--- src/rtl/logic_op_sequencer.sv ---
// Self-test front end for the 4-function logic unit: walks 16 (select, operand) vectors in Gray
// order and captures the unit's result per step. Optional golden compare under LOGIC_SEQ_CHECK_EN.
module logic_op_sequencer #(
  parameter int unsigned STEP_CYCLES = 1
) (
  input  logic        clk,
  input  logic        rst_n,
  input  logic        start,
  input  logic        hold,
  input  logic        s_in,
  output logic        x,
  output logic        y,
  output logic        selec1,
  output logic        selec2,
  output logic        valid,
  output logic        busy,
  output logic        done,
  output logic [3:0]  index,
  output logic [15:0] result
`ifdef LOGIC_SEQ_CHECK_EN
  ,
  output logic [4:0]  mismatch_cnt
`endif
);

  localparam int unsigned StepW = (STEP_CYCLES > 1) ? $clog2(STEP_CYCLES) : 1;
  localparam logic [StepW-1:0] StepLast = StepW'(STEP_CYCLES - 1);

  typedef enum logic [1:0] {StIdle, StRun, StDone} state_e;

  state_e           state_q, state_d;
  logic [StepW-1:0] step_q, step_d;
  logic [3:0]       index_q, index_d;
  logic [15:0]      result_q, result_d;
  logic [3:0]       vec_q, vec_d;  // {selec1, selec2, x, y}
  logic             accept;

  function automatic logic [1:0] gray2(input logic [1:0] b);
    return {b[1], b[1] ^ b[0]};
  endfunction

  assign accept = start && ((state_q == StIdle) || (state_q == StDone));

  // State register
  always_ff @(posedge clk or negedge rst_n) begin
    if (!rst_n) begin
      state_q <= StIdle;
    end else begin
      state_q <= state_d;
    end
  end

  // Next-state logic
  always_comb begin
    state_d = state_q;
    unique case (state_q)
      StIdle:  if (start) state_d = StRun;
      StRun:   if (valid && (index_q == 4'd15)) state_d = StDone;
      StDone:  state_d = start ? StRun : StIdle;
      default: state_d = StIdle;
    endcase
  end

  // Output logic
  always_comb begin
    busy  = (state_q == StRun);
    done  = (state_q == StDone);
    valid = busy && !hold && (step_q == StepLast);
  end

  // Datapath next state; the vector follows the index being entered so it is registered
  always_comb begin
    step_d   = step_q;
    index_d  = index_q;
    result_d = result_q;
    if (accept) begin
      step_d   = '0;
      index_d  = '0;
      result_d = '0;
    end else if (busy && !hold) begin
      if (valid) begin
        result_d[index_q] = s_in;
        step_d            = '0;
        if (index_q != 4'd15) index_d = index_q + 4'd1;
      end else begin
        step_d = step_q + 1'b1;
      end
    end
    vec_d = (state_d == StRun) ? {gray2(index_d[3:2]), gray2(index_d[1:0])} : 4'b0000;
  end

  always_ff @(posedge clk or negedge rst_n) begin
    if (!rst_n) begin
      step_q   <= '0;
      index_q  <= '0;
      result_q <= '0;
      vec_q    <= '0;
    end else begin
      step_q   <= step_d;
      index_q  <= index_d;
      result_q <= result_d;
      vec_q    <= vec_d;
    end
  end

  assign {selec1, selec2, x, y} = vec_q;
  assign index                  = index_q;
  assign result                 = result_q;

`ifdef LOGIC_SEQ_CHECK_EN
  localparam logic [15:0] Golden = 16'hA51E;

  logic [4:0] mis_q, mis_d;

  always_comb begin
    mis_d = mis_q;
    if (accept) begin
      mis_d = '0;
    end else if (valid && (s_in != Golden[index_q]) && (mis_q != 5'd31)) begin
      mis_d = mis_q + 5'd1;
    end
  end

  always_ff @(posedge clk or negedge rst_n) begin
    if (!rst_n) begin
      mis_q <= '0;
    end else begin
      mis_q <= mis_d;
    end
  end

  assign mismatch_cnt = mis_q;
`endif

endmodule

--- config.mk ---
export PLATFORM = sky130hd
export DESIGN_NAME = logic_op_sequencer
export DESIGN_NICKNAME = d
export VERILOG_FILES = /design/src/rtl/logic_op_sequencer.sv
export SDC_FILE = /design/constraint.sdc
export NUM_CORES = 1
export LEC_CHECK = 0
export BUFFER_PORTS_ARGS = -buffer_cell sky130_fd_sc_hd__buf_4
export CAP_MARGIN = 25
export CELL_PAD_IN_SITES_DETAIL_PLACEMENT = 1
export CELL_PAD_IN_SITES_GLOBAL_PLACEMENT = 2
export CORE_ASPECT_RATIO = 1.4
export CORE_MARGIN = 2
export CORE_UTILIZATION = 32
export DETAILED_ROUTE_END_ITERATION = 8
export GPL_TIMING_DRIVEN = 0
export PLACE_DENSITY_LB_ADDON = 0.3
export SLEW_MARGIN = 40
export SYNTH_ARGS = -nofsm -noshare
export SYNTH_HDL_FRONTEND = slang
export SYNTH_SLANG_ARGS = --single-unit
--- constraint.sdc ---
create_clock -name clk -period 2 [get_ports clk]
set_input_delay 0.4 -clock clk [delete_from_list [all_inputs] [get_ports clk]]
set_output_delay 0.4 -clock clk [all_outputs]
set_load 0.03 [all_outputs]
==> metrics.md, run 1 <==
| Metric | Value |
|---|---|
| Outcome | finished, violations left |
| Failing checks | design-rule violations |
| CP Data Required Time | between 1.5 and 2 ns |
| Reg power frac | 0.309 |
| Total track usage | 0.156 |
| Data arrival, critical path | around 1.4 ns |
| Port buffer count | 30 |
| Net switching power | approximately 0.0014 W |
| Crit-path cells | nor4b_4 -> buf_6 -> buf_4 |
| Core Box Area | about 4000 µm² |
| Number of diodes | 0 |
| Final setup vio count | 0 |
| Root Buffer | clkbuf_8 |
| Wirelength per Cell | between 15 and 20 µm |
| Starting Density | 0.336 |
| Top_reg_cell synth | dfrtp_1 |
| Mean post-synth cell area | approximately 9.8 µm² |
| Syn nets | 146 |
| Synth area leader | dfrtp_1 |
| EDFF count, synth | 0 |
| Yosys warns | 0 |
| Post-route DRC | 2 |
| TritonCTS buffer count | 3 |
| Startpoint type of the worst setup path | flop |
| Vias in the first global route | 1194 |
| Share of post-route cells with drive strength above 1 | 0.257 |
| Fin util | 0.417 |
| Min-delay worst type | input pin to async pin |
| Via density | about 5 |
| Comb power frac | 0.582 |
| Seq/Total Area, Yosys | 0.505 |
| Total of max-cap violations | 0 |
| Hold Vio Cnt, Final | 0 |
| WS Path Type | flop to primary output |
| Sw Share | 0.473 |
| FILL cells | between 400 and 500 |
| Yosys cell types | 25 |
| Antenna Nets Post-Route | 0 |
| Tcrit/Tclk final | 0.920 |
| Final Max Tran Viols | 0 |
| Post-DP HPWL | 2460 µm |
| Post-Synthesis Cells | about 140 |
| Power Internal | approximately 0.0015 W |
| Fmax | 0.543 GHz |
| Maximum VDD drop | around 0.00065 V |
| Clk slew on worst S/H paths | around 0.10 ns |
| LEAKAGE | roughly 0.84 nW |
| Setup Fix Bufs, Post-CTS | 0 |
| Largest net degree at the start of global routing | 28 |
| Hold-fix buffers, CTS | 0 |
| Layout area overhead | 24.3% |
| Final WL | around 3200 µm |
| Num rows | 27 |
| Post-layout nets | between 150 and 200 |
| Slew margin rel. | 0.641 |
| Clk pwr share | 0.109 |
| CTS tree | yes |
| Main area contributors after synthesis | dfrtp_1 51%, mux2i_1 6.0%, nand2_1 5.6% |
| PwrDens | approximately 1800 nW/µm² |
| CTS-repair resized insts | 0 |
| DIE WIDTH | a little under 60 µm |
| Delay of the slowest critical-path stage | approximately 0.44 ns |
| Die area | 4720 µm² |
| Fin Setup TNS | 0 ns |
| Final worst path period need | around 1.8 ns |
| Async SR Flop Fraction | 1.00 |
| FF+latch count, synth | 27 |
| Initial DRC count | 16 |
| Max H-tree Level | 1 |
| Clock Skew | approximately 0.0090 ns |
| Gpl congestion | between 0.6 and 0.7 |
| Post-Syn Area | 1340 µm² |
| First-pass GRT wire length | roughly 5600 µm |
| Slew @ Worst Pin | roughly 0.54 ns |
| Count leader, synth | dfrtp_1 |
| Initial antenna violation count | 0 |
| CP max FO | 10 |
| Height of the chip | around 80 µm |
| IO Pins | 32 |
| Element type at the critical path end | primary output |
| RSZ-0062 raised after global routing | no |
| CP max stage cell | dfrtp_1 |
| Clock Tree Buf Depth | 2 |
| Synth cell count leaders | 27 x dfrtp_1, 20 x nand2_1, 15 x nand3_1, 13 x a21oi_1, 10 x nor2_1 |
| CTS sink cnt | 27 |
| GR Overflow Total | 0 |
| Skew-Pair Late Insertion Delay | 0.28 ns |
| First-pass iteration count of the detailed router | 6 |
| Total vias in the final route | ~1100 |
| Top-area cell type share of the netlist area | 0.505 |
[cell type report]
cell class | instances | area (µm²) | share of cell area
clock buffers | 3 | 41.3 | 0.0248
multi-input cells | 93 | 582 | 0.350
plain buffers | 11 | 57.6 | 0.0346
inverters | 6 | 22.5 | 0.0135
well taps | 43 | 53.8 | 0.0324
repair buffers | 30 | 225 | 0.135
clock inverters | 1 | 5.00 | 0.00301
flip-flops and latches | 27 | 676 | 0.406
[cells in the final DEF (no fill, tap or decap), drive strengths merged]
cell	synthesis	layout
xnor2	3	3
and4b	1	1
dfrtp	27	27
a21oi	13	13
a211oi	1	1
clkinv	0	1
inv	6	6
and3	3	3
nor2	10	10
and2b	1	1
mux2i	8	8
buf	7	37
nand4	1	1
nor2b	5	5
clkbuf	4	7
nor4b	1	1
and2	3	3
nand2	21	21
nor3	3	3
ha	4	4
nand3	15	15
[per-layer routing]
layer / GRT usage / wire length (µm) / up-vias
li1: - / - / 513
met1: 0.171 / 1250 / 519
met2: 0.291 / 1750 / 26
met3: 0.0225 / 136 / 7
met4: 0.0659 / 85 / 0
met5: 0 / 0 / -
[flip-flops by register name (all words and copies together), names as in the netlist]
register and cells:
state_q 2, result 16, index 4, step_q 1, vec_q 4
[per-stage QoR]
step	instance area (µm²)	worst slack (ns)	instances	power [W]	hold slack [ns]
after floorplan	1340	0.308	137	0.00205	0.104
after global placement	1620	0.152	210	0.00259	0.335
after detailed placement	1620	0.0951	210	0.00265	0.345
after CTS	1660	0.134	214	0.00297	0.0319
after global routing	1660	0.0648	214	0.00314	0.0386
final	1660	0.159	214	0.00291	0.0209
[final timing paths]
path	from	endpoint	slack [ns]	cells after the start
hold / removal	rst_n	result[1]$_DFFE_PN0P_	0.02	1
setup reg to reg	state_q[1]$_DFF_PN0_	vec_q[1]$_DFF_PN0_	0.21	5
setup / recovery	state_q[1]$_DFF_PN0_	valid	0.16	3
min in group clk	hold	step_q$_DFFE_PN0N_	0.38	3
hold reg to reg	result[8]$_DFFE_PN0P_	result[8]$_DFFE_PN0P_	0.53	2
max in group asynchronous	rst_n	result[3]$_DFFE_PN0P_	1.71	1
[cells by family (layout without fill, tap and decap cells)]
| logic type | Yosys count | in the layout | share of synthesized area |
|---|---|---|---|
| flip-flops | 27 | 27 | 0.505 |
| multiplexers | 8 | 8 | 0.0599 |
| XOR/XNOR | 3 | 3 | 0.0196 |
| AO/OA/AOI/OAI | 14 | 14 | 0.0543 |
| AND/OR/NAND/NOR | 64 | 64 | 0.264 |
| adder cells (fa/ha/maj) | 4 | 4 | 0.0374 |
| buffers and inverters | 17 | 51 | 0.0599 |
[worst max-delay path, delay by kind of cell, from the launching register on]
kind / cells / cell delay (ns)
DFF: 1 / 0.44
and+or+nand+nor: 1 / 0.36
buffers and inverters: 2 / 0.36
[power by group through the flow]
| stage | clock network (W) | registers [W] | logic (W) |
|---|---|---|---|
| 3_5_place_dp | 0 | 0.000920 | 0.00173 |
| 6_report | 0.000317 | 0.000900 | 0.00170 |
| 5_1_grt | 0.000349 | 0.000933 | 0.00186 |
| 4_1_cts | 0.000332 | 0.000909 | 0.00173 |
| 3_3_place_gp | 0 | 0.000911 | 0.00168 |
| 2_1_floorplan | 0 | 0.00132 | 0.000726 |
Note: power is estimated with default switching activity, not from simulation.
==> run 2: changes to the inputs <==
--- a/config.mk
+++ b/config.mk
@@ -5,7 +5,7 @@
 export SDC_FILE = /design/constraint.sdc
 export NUM_CORES = 1
 export LEC_CHECK = 0
-export BUFFER_PORTS_ARGS = -buffer_cell sky130_fd_sc_hd__buf_4
+export BUFFER_PORTS_ARGS = -buffer_cell sky130_fd_sc_hd__buf_2
 export CAP_MARGIN = 25
 export CELL_PAD_IN_SITES_DETAIL_PLACEMENT = 1
 export CELL_PAD_IN_SITES_GLOBAL_PLACEMENT = 2
==> run 2 against run 1 <==
  * The run still ends with design-rule violations left
  * Sequential cell count stayed put
  * Clock power is 3% lower
  * Clock-buffer cell count is 1 higher
  * Largest power group unchanged
==> metrics.md, run 2 (same netlist as run 1, synthesis figures left out) <==
| Metric | Value |
|---|---|
| Core Box Area | 3990 µm² |
| Slew @ Worst Pin | 0.614 ns |
| Initial DRC count | 14 |
| Final WL | roughly 3200 µm |
| Startpoint type of the worst setup path | flop |
| Total vias in the final route | between 1000 and 1500 |
| Outcome | finished, violations left |
| Antenna Nets Post-Route | 0 |
| Element type at the critical path end | primary output |
| Total track usage | 0.150 |
| Clock Tree Buf Depth | 2 |
| Post-layout nets | 181 |
| Final setup vio count | 0 |
| Number of diodes | 0 |
| DIE WIDTH | between 50 and 60 µm |
| Vias in the first global route | about 1100 |
| Max H-tree Level | 1 |
| Max reg flops | 16 |
| Hold Vio Cnt, Final | 0 |
| Starting Density | 0.336 |
| Final Max Tran Viols | 0 |
| Post-DP HPWL | about 2400 µm |
| CTS sink cnt | 27 |
| Gpl congestion | ~0.70 |
| Height of the chip | slightly above 80 µm |
| Fmax | 0.537 GHz |
| CP Data Required Time | between 1.5 and 2 ns |
| Skew-Pair Late Insertion Delay | ~0.27 ns |
| Sw Share | 0.489 |
| Root Buffer | clkbuf_8 |
| Port buffer count | 30 |
| Initial antenna violation count | 0 |
| First-pass GRT wire length | between 5000 and 6000 µm |
| TritonCTS buffer count | 3 |
| FILL cells | around 470 |
| Commonest non-fill, non-tap cell in the layout | buf_2 |
| Setup ws final | about 0.14 ns |
| Die area | about 4700 µm² |
| Slew margin rel. | 0.590 |
| Maximum VDD drop | approximately 0.00053 V |
| IO Pins | 32 |
| Clk pwr share | 0.111 |
| Hold-fix buffers, CTS | 0 |
| CP max FO | 10 |
| Net switching power | 0.00135 W |
| Share of post-route cells with drive strength above 1 | 0.251 |
| Data arrival, critical path | about 1.5 ns |
| Wirelength per Cell | roughly 15 µm |
| GR Overflow Total | 0 |
| First-pass iteration count of the detailed router | 6 |
| Clock Skew | between 0.007 and 0.008 ns |
| Min-delay worst type | input pin to async pin |
| Reg power frac | 0.322 |
| Via density | roughly 5 |
| Tcrit/Tclk final | 0.931 |
| Layout area overhead | 18.6% |
| Clk slew on worst S/H paths | ~0.090 ns |
| CTS-repair resized insts | 0 |
| Num rows | 27 |
| Pre-CTS WS | 0.0816 ns |
| Post-route DRC | 2 |
| RSZ-0062 raised after global routing | no |
| Setup Fix Bufs, Post-CTS | 0 |
| LEAKAGE | between 0.8 and 0.9 nW |
| Fin Setup TNS | 0 ns |
| WS Path Type | flop to primary output |
| CTS tree | yes |
| PwrDens | 1740 nW/µm² |
| Power Internal | ~0.0014 W |
| Final worst path period need | ~1.9 ns |
| Comb power frac | 0.567 |
| Total of max-cap violations | 0 |
| Failing checks | design-rule violations |
| Largest net degree at the start of global routing | 28 |
| Commonest cells after routing, fill and taps aside | 34 x buf_2, 27 x dfrtp_1, 20 x nand2_1 |
run 2: cell types whose count changed in the layout (fill, tap and decap cells not counted):
cell | previous run | this run
buf_2 | 4 | 34
buf_4 | 31 | 1
clkbuf_1 | 4 | 5
clkinv_2 | 1 | 0
run 2: layout make-up:
type	instances	area (µm²)	area share
timing repair buffer	30	150	0.0946
inverter	6	22.5	0.0142
clock buffer	4	45.0	0.0284
sequential	27	676	0.426
buffer	11	57.6	0.0363
tap	43	53.8	0.0339
multi-input combinational	93	582	0.367
run 2: power groups by stage:
stage          Sequential, W  Clock (W)  Combinational, W
2_1_floorplan        0.00132          0          0.000726
3_3_place_gp        0.000898          0           0.00155
3_5_place_dp        0.000911          0           0.00158
4_1_cts             0.000900   0.000328           0.00159
5_1_grt             0.000927   0.000346           0.00171
6_report            0.000892   0.000306           0.00157
run 2: path summary, 6_finish.rpt:
path | start | to | slack, ns | cells after the start
setup / recovery | state_q[1]$_DFF_PN0_ | valid | 0.14 | 3
hold / removal | rst_n | result[0]$_DFFE_PN0P_ | 0.13 | 1
setup reg to reg | state_q[1]$_DFF_PN0_ | vec_q[2]$_DFF_PN0_ | 0.19 | 5
hold reg to reg | result[9]$_DFFE_PN0P_ | result[9]$_DFFE_PN0P_ | 0.52 | 2
max in group asynchronous | rst_n | index[2]$_DFF_PN0_ | 1.47 | 1
min in group clk | hold | step_q$_DFFE_PN0N_ | 0.39 | 3
run 2: critical path: stages, from the launching register on:
cell,delay [ns]
dfrtp_1,0.43
nor4b_4,0.36
buf_6,0.19
buf_2,0.20
run 2: routing by layer:
layer / track usage / wire length (µm)
met1: 0.168 / 1300
met4: 0.0545 / 48
met5: 0 / 0
met2: 0.281 / 1750
met3: 0.0193 / 95
run 2: per-stage QoR:
step / total power, W / std cells / cell area, µm² / util / hold WS, ns
final: 0.00277 / 214 / 1590 / 0.398 / 0.129
after floorplan: 0.00205 / 137 / 1340 / - / 0.104
after global placement: 0.00245 / 210 / 1540 / 0.387 / 0.440
after detailed placement: 0.00250 / 210 / 1540 / 0.387 / 0.459
after global routing: 0.00298 / 214 / 1590 / 0.398 / 0.157
after CTS: 0.00282 / 214 / 1590 / 0.398 / 0.150
==> run 3: changes to the inputs <==
--- a/config.mk
+++ b/config.mk
@@ -9,7 +9,7 @@
 export CAP_MARGIN = 25
 export CELL_PAD_IN_SITES_DETAIL_PLACEMENT = 1
 export CELL_PAD_IN_SITES_GLOBAL_PLACEMENT = 2
-export CORE_ASPECT_RATIO = 1.4
+export CORE_ASPECT_RATIO = 0.5
 export CORE_MARGIN = 2
 export CORE_UTILIZATION = 32
 export DETAILED_ROUTE_END_ITERATION = 8
==> run 3 against run 2 <==
  * Sequential share of layout area decreased by 0.40 points
  * Hold slack got worse by 0.0053 ns
  * Total power rose by 0.58%
  * The run now ends clean
  * Sequential cell count unchanged
  * Largest cell class unchanged
==> metrics.md, run 3 (same netlist as run 1, synthesis figures left out) <==
| Metric | Value |
|---|---|
| Largest net degree at the start of global routing | 28 |
| Min-delay worst type | input pin to async pin |
| First-pass GRT wire length | approximately 5500 µm |
| Final Max Tran Viols | 0 |
| Post-DP Area | 1560 µm² |
| Port buffer count | 30 |
| IO Pins | 32 |
| CP startpoint | state_q[1]$_DFF_PN0_ |
| Startpoint type of the worst setup path | flop |
| Reg2reg end | vec_q[2]$_DFF_PN0_ |
| Wirelength per Cell | 14.0 µm |
| Comb power frac | 0.566 |
| CTS tree | yes |
| Hold Vio Cnt, Final | 0 |
| TritonCTS buffer count | 3 |
| R2r startpoint | index[2]$_DFF_PN0_ |
| Vias in the first global route | roughly 1100 |
| Max reg flops | 16 |
| Clock Tree Buf Depth | 2 |
| Gpl congestion | a little under 0.7 |
| Core Box Area | a little under 4000 µm² |
| Placed insts | 221 |
| Total vias in the final route | 1038 |
| Max H-tree Level | 1 |
| Post-DP HPWL | roughly 2300 µm |
| Skew-Pair Late Insertion Delay | around 0.27 ns |
| First-pass iteration count of the detailed router | 4 |
| RSZ-0062 raised after global routing | no |
| Initial DRC count | 23 |
| Tot Pwr | around 0.0028 W |
| Number of diodes | 0 |
| Hold-fix buffers, CTS | 0 |
| Element type at the critical path end | primary output |
| Cell area after layout | roughly 1600 µm² |
| WS Path Type | flop to primary output |
| Layout area overhead | 19.7% |
| Outcome | finished clean |
| Root Buffer | clkbuf_8 |
| Maximum VDD drop | 0.000592 V |
| Worst r2r path cells | 6 |
| Clk pwr share | 0.114 |
| LEAKAGE | around 0.83 nW |
| CTS-repair resized insts | 0 |
| Fin Setup TNS | 0 ns |
| Total track usage | 0.153 |
| Antenna Nets Post-Route | 0 |
| Slew margin rel. | 0.589 |
| Height of the chip | around 50 µm |
| Via density | between 4 and 5 |
| FF-to-FF setup slack | around 0.19 ns |
| FILL cells | 494 |
| CTS sink cnt | 27 |
| Starting Density | 0.337 |
| CP Data Required Time | about 1.6 ns |
| Clock Skew | roughly 0.0037 ns |
| GR Overflow Total | 0 |
| Initial antenna violation count | 0 |
| Fmax | about 0.54 GHz |
| Clk slew on worst S/H paths | approximately 0.090 ns |
| Final worst path period need | approximately 1.9 ns |
| Fin cells | roughly 230 |
| PwrDens | 1740 nW/µm² |
| Die area | 4740 µm² |
| Post-layout nets | approximately 180 |
| Num rows | 16 |
| Final setup vio count | 0 |
| Setup Fix Bufs, Post-CTS | 0 |
| Commonest cells after routing, fill and taps aside | 34 x buf_2, 27 x dfrtp_1, 20 x nand2_1 |
| Data arrival, critical path | 1.46 ns |
| Commonest non-fill, non-tap cell in the layout | buf_2 |
| Reg power frac | 0.320 |
| Post-route DRC | 0 |
| CP max FO | 10 |
| Power Internal | around 0.0014 W |
| Fin util | 0.404 |
| Total of max-cap violations | 0 |
| Slew @ Worst Pin | 0.617 ns |
| Tcrit/Tclk final | 0.929 |
| Net switching power | roughly 0.0014 W |
| DIE WIDTH | 95.4 µm |
| Sw Share | 0.493 |
| Share of post-route cells with drive strength above 1 | 0.257 |
| Final WL | approximately 3200 µm |
[run 3: cell types whose count changed in the layout (fill, tap and decap cells not counted)]
cell / delta
clkinv_2: +1
clkbuf_1: -1
[run 3: area by class of cell]
class	count	area, µm²	share of cell area
clock inverters	1	5.00	0.00312
inverters	6	22.5	0.0141
well taps	54	67.6	0.0422
plain buffers	11	57.6	0.0359
multi-input cells	93	582	0.363
clock buffers	3	41.3	0.0258
flip-flops and latches	27	676	0.422
repair buffers	30	150	0.0937
[run 3: how the worst max path moves through the flow]
stage                              end  slack [ns]  cells after the start
global route        vec_q[2]$_DFF_PN0_        0.02                      6
finish                           valid        0.14                      3
floorplan           vec_q[2]$_DFF_PN0_        0.31                      6
CTS                              valid        0.11                      3
global placement    vec_q[1]$_DFF_PN0_        0.15                      6
detailed placement  vec_q[1]$_DFF_PN0_        0.13                      6
[run 3: power groups by stage]
stage               registers, W  logic, W  clock network [W]
CTS                     0.000897   0.00159           0.000329
finish                  0.000889   0.00158           0.000317
floorplan                0.00132  0.000726                  0
global placement        0.000904   0.00155                  0
detailed placement      0.000908   0.00159                  0
global route            0.000929   0.00172           0.000352
[run 3: metrics by stage]
stage	setup slack [ns]	hold slack, ns
floorplan	0.308	0.104
global placement	0.148	0.457
detailed placement	0.131	0.457
CTS	0.113	0.152
global route	0.0180	0.167
finish	0.141	0.123
[run 3: critical path, stage by stage, from the launching register on]
cell     delay (ns)
dfrtp_1        0.42
nor4b_4        0.36
buf_6          0.20
buf_2          0.21
[run 3: routing by layer]
metal,track usage,up-vias,part of all wire
met5,0,-,0
met4,0.0357,0,0
met3,0.0398,0,0.040
met2,0.229,24,0.46
met1,0.221,499,0.50
li1,-,515,-
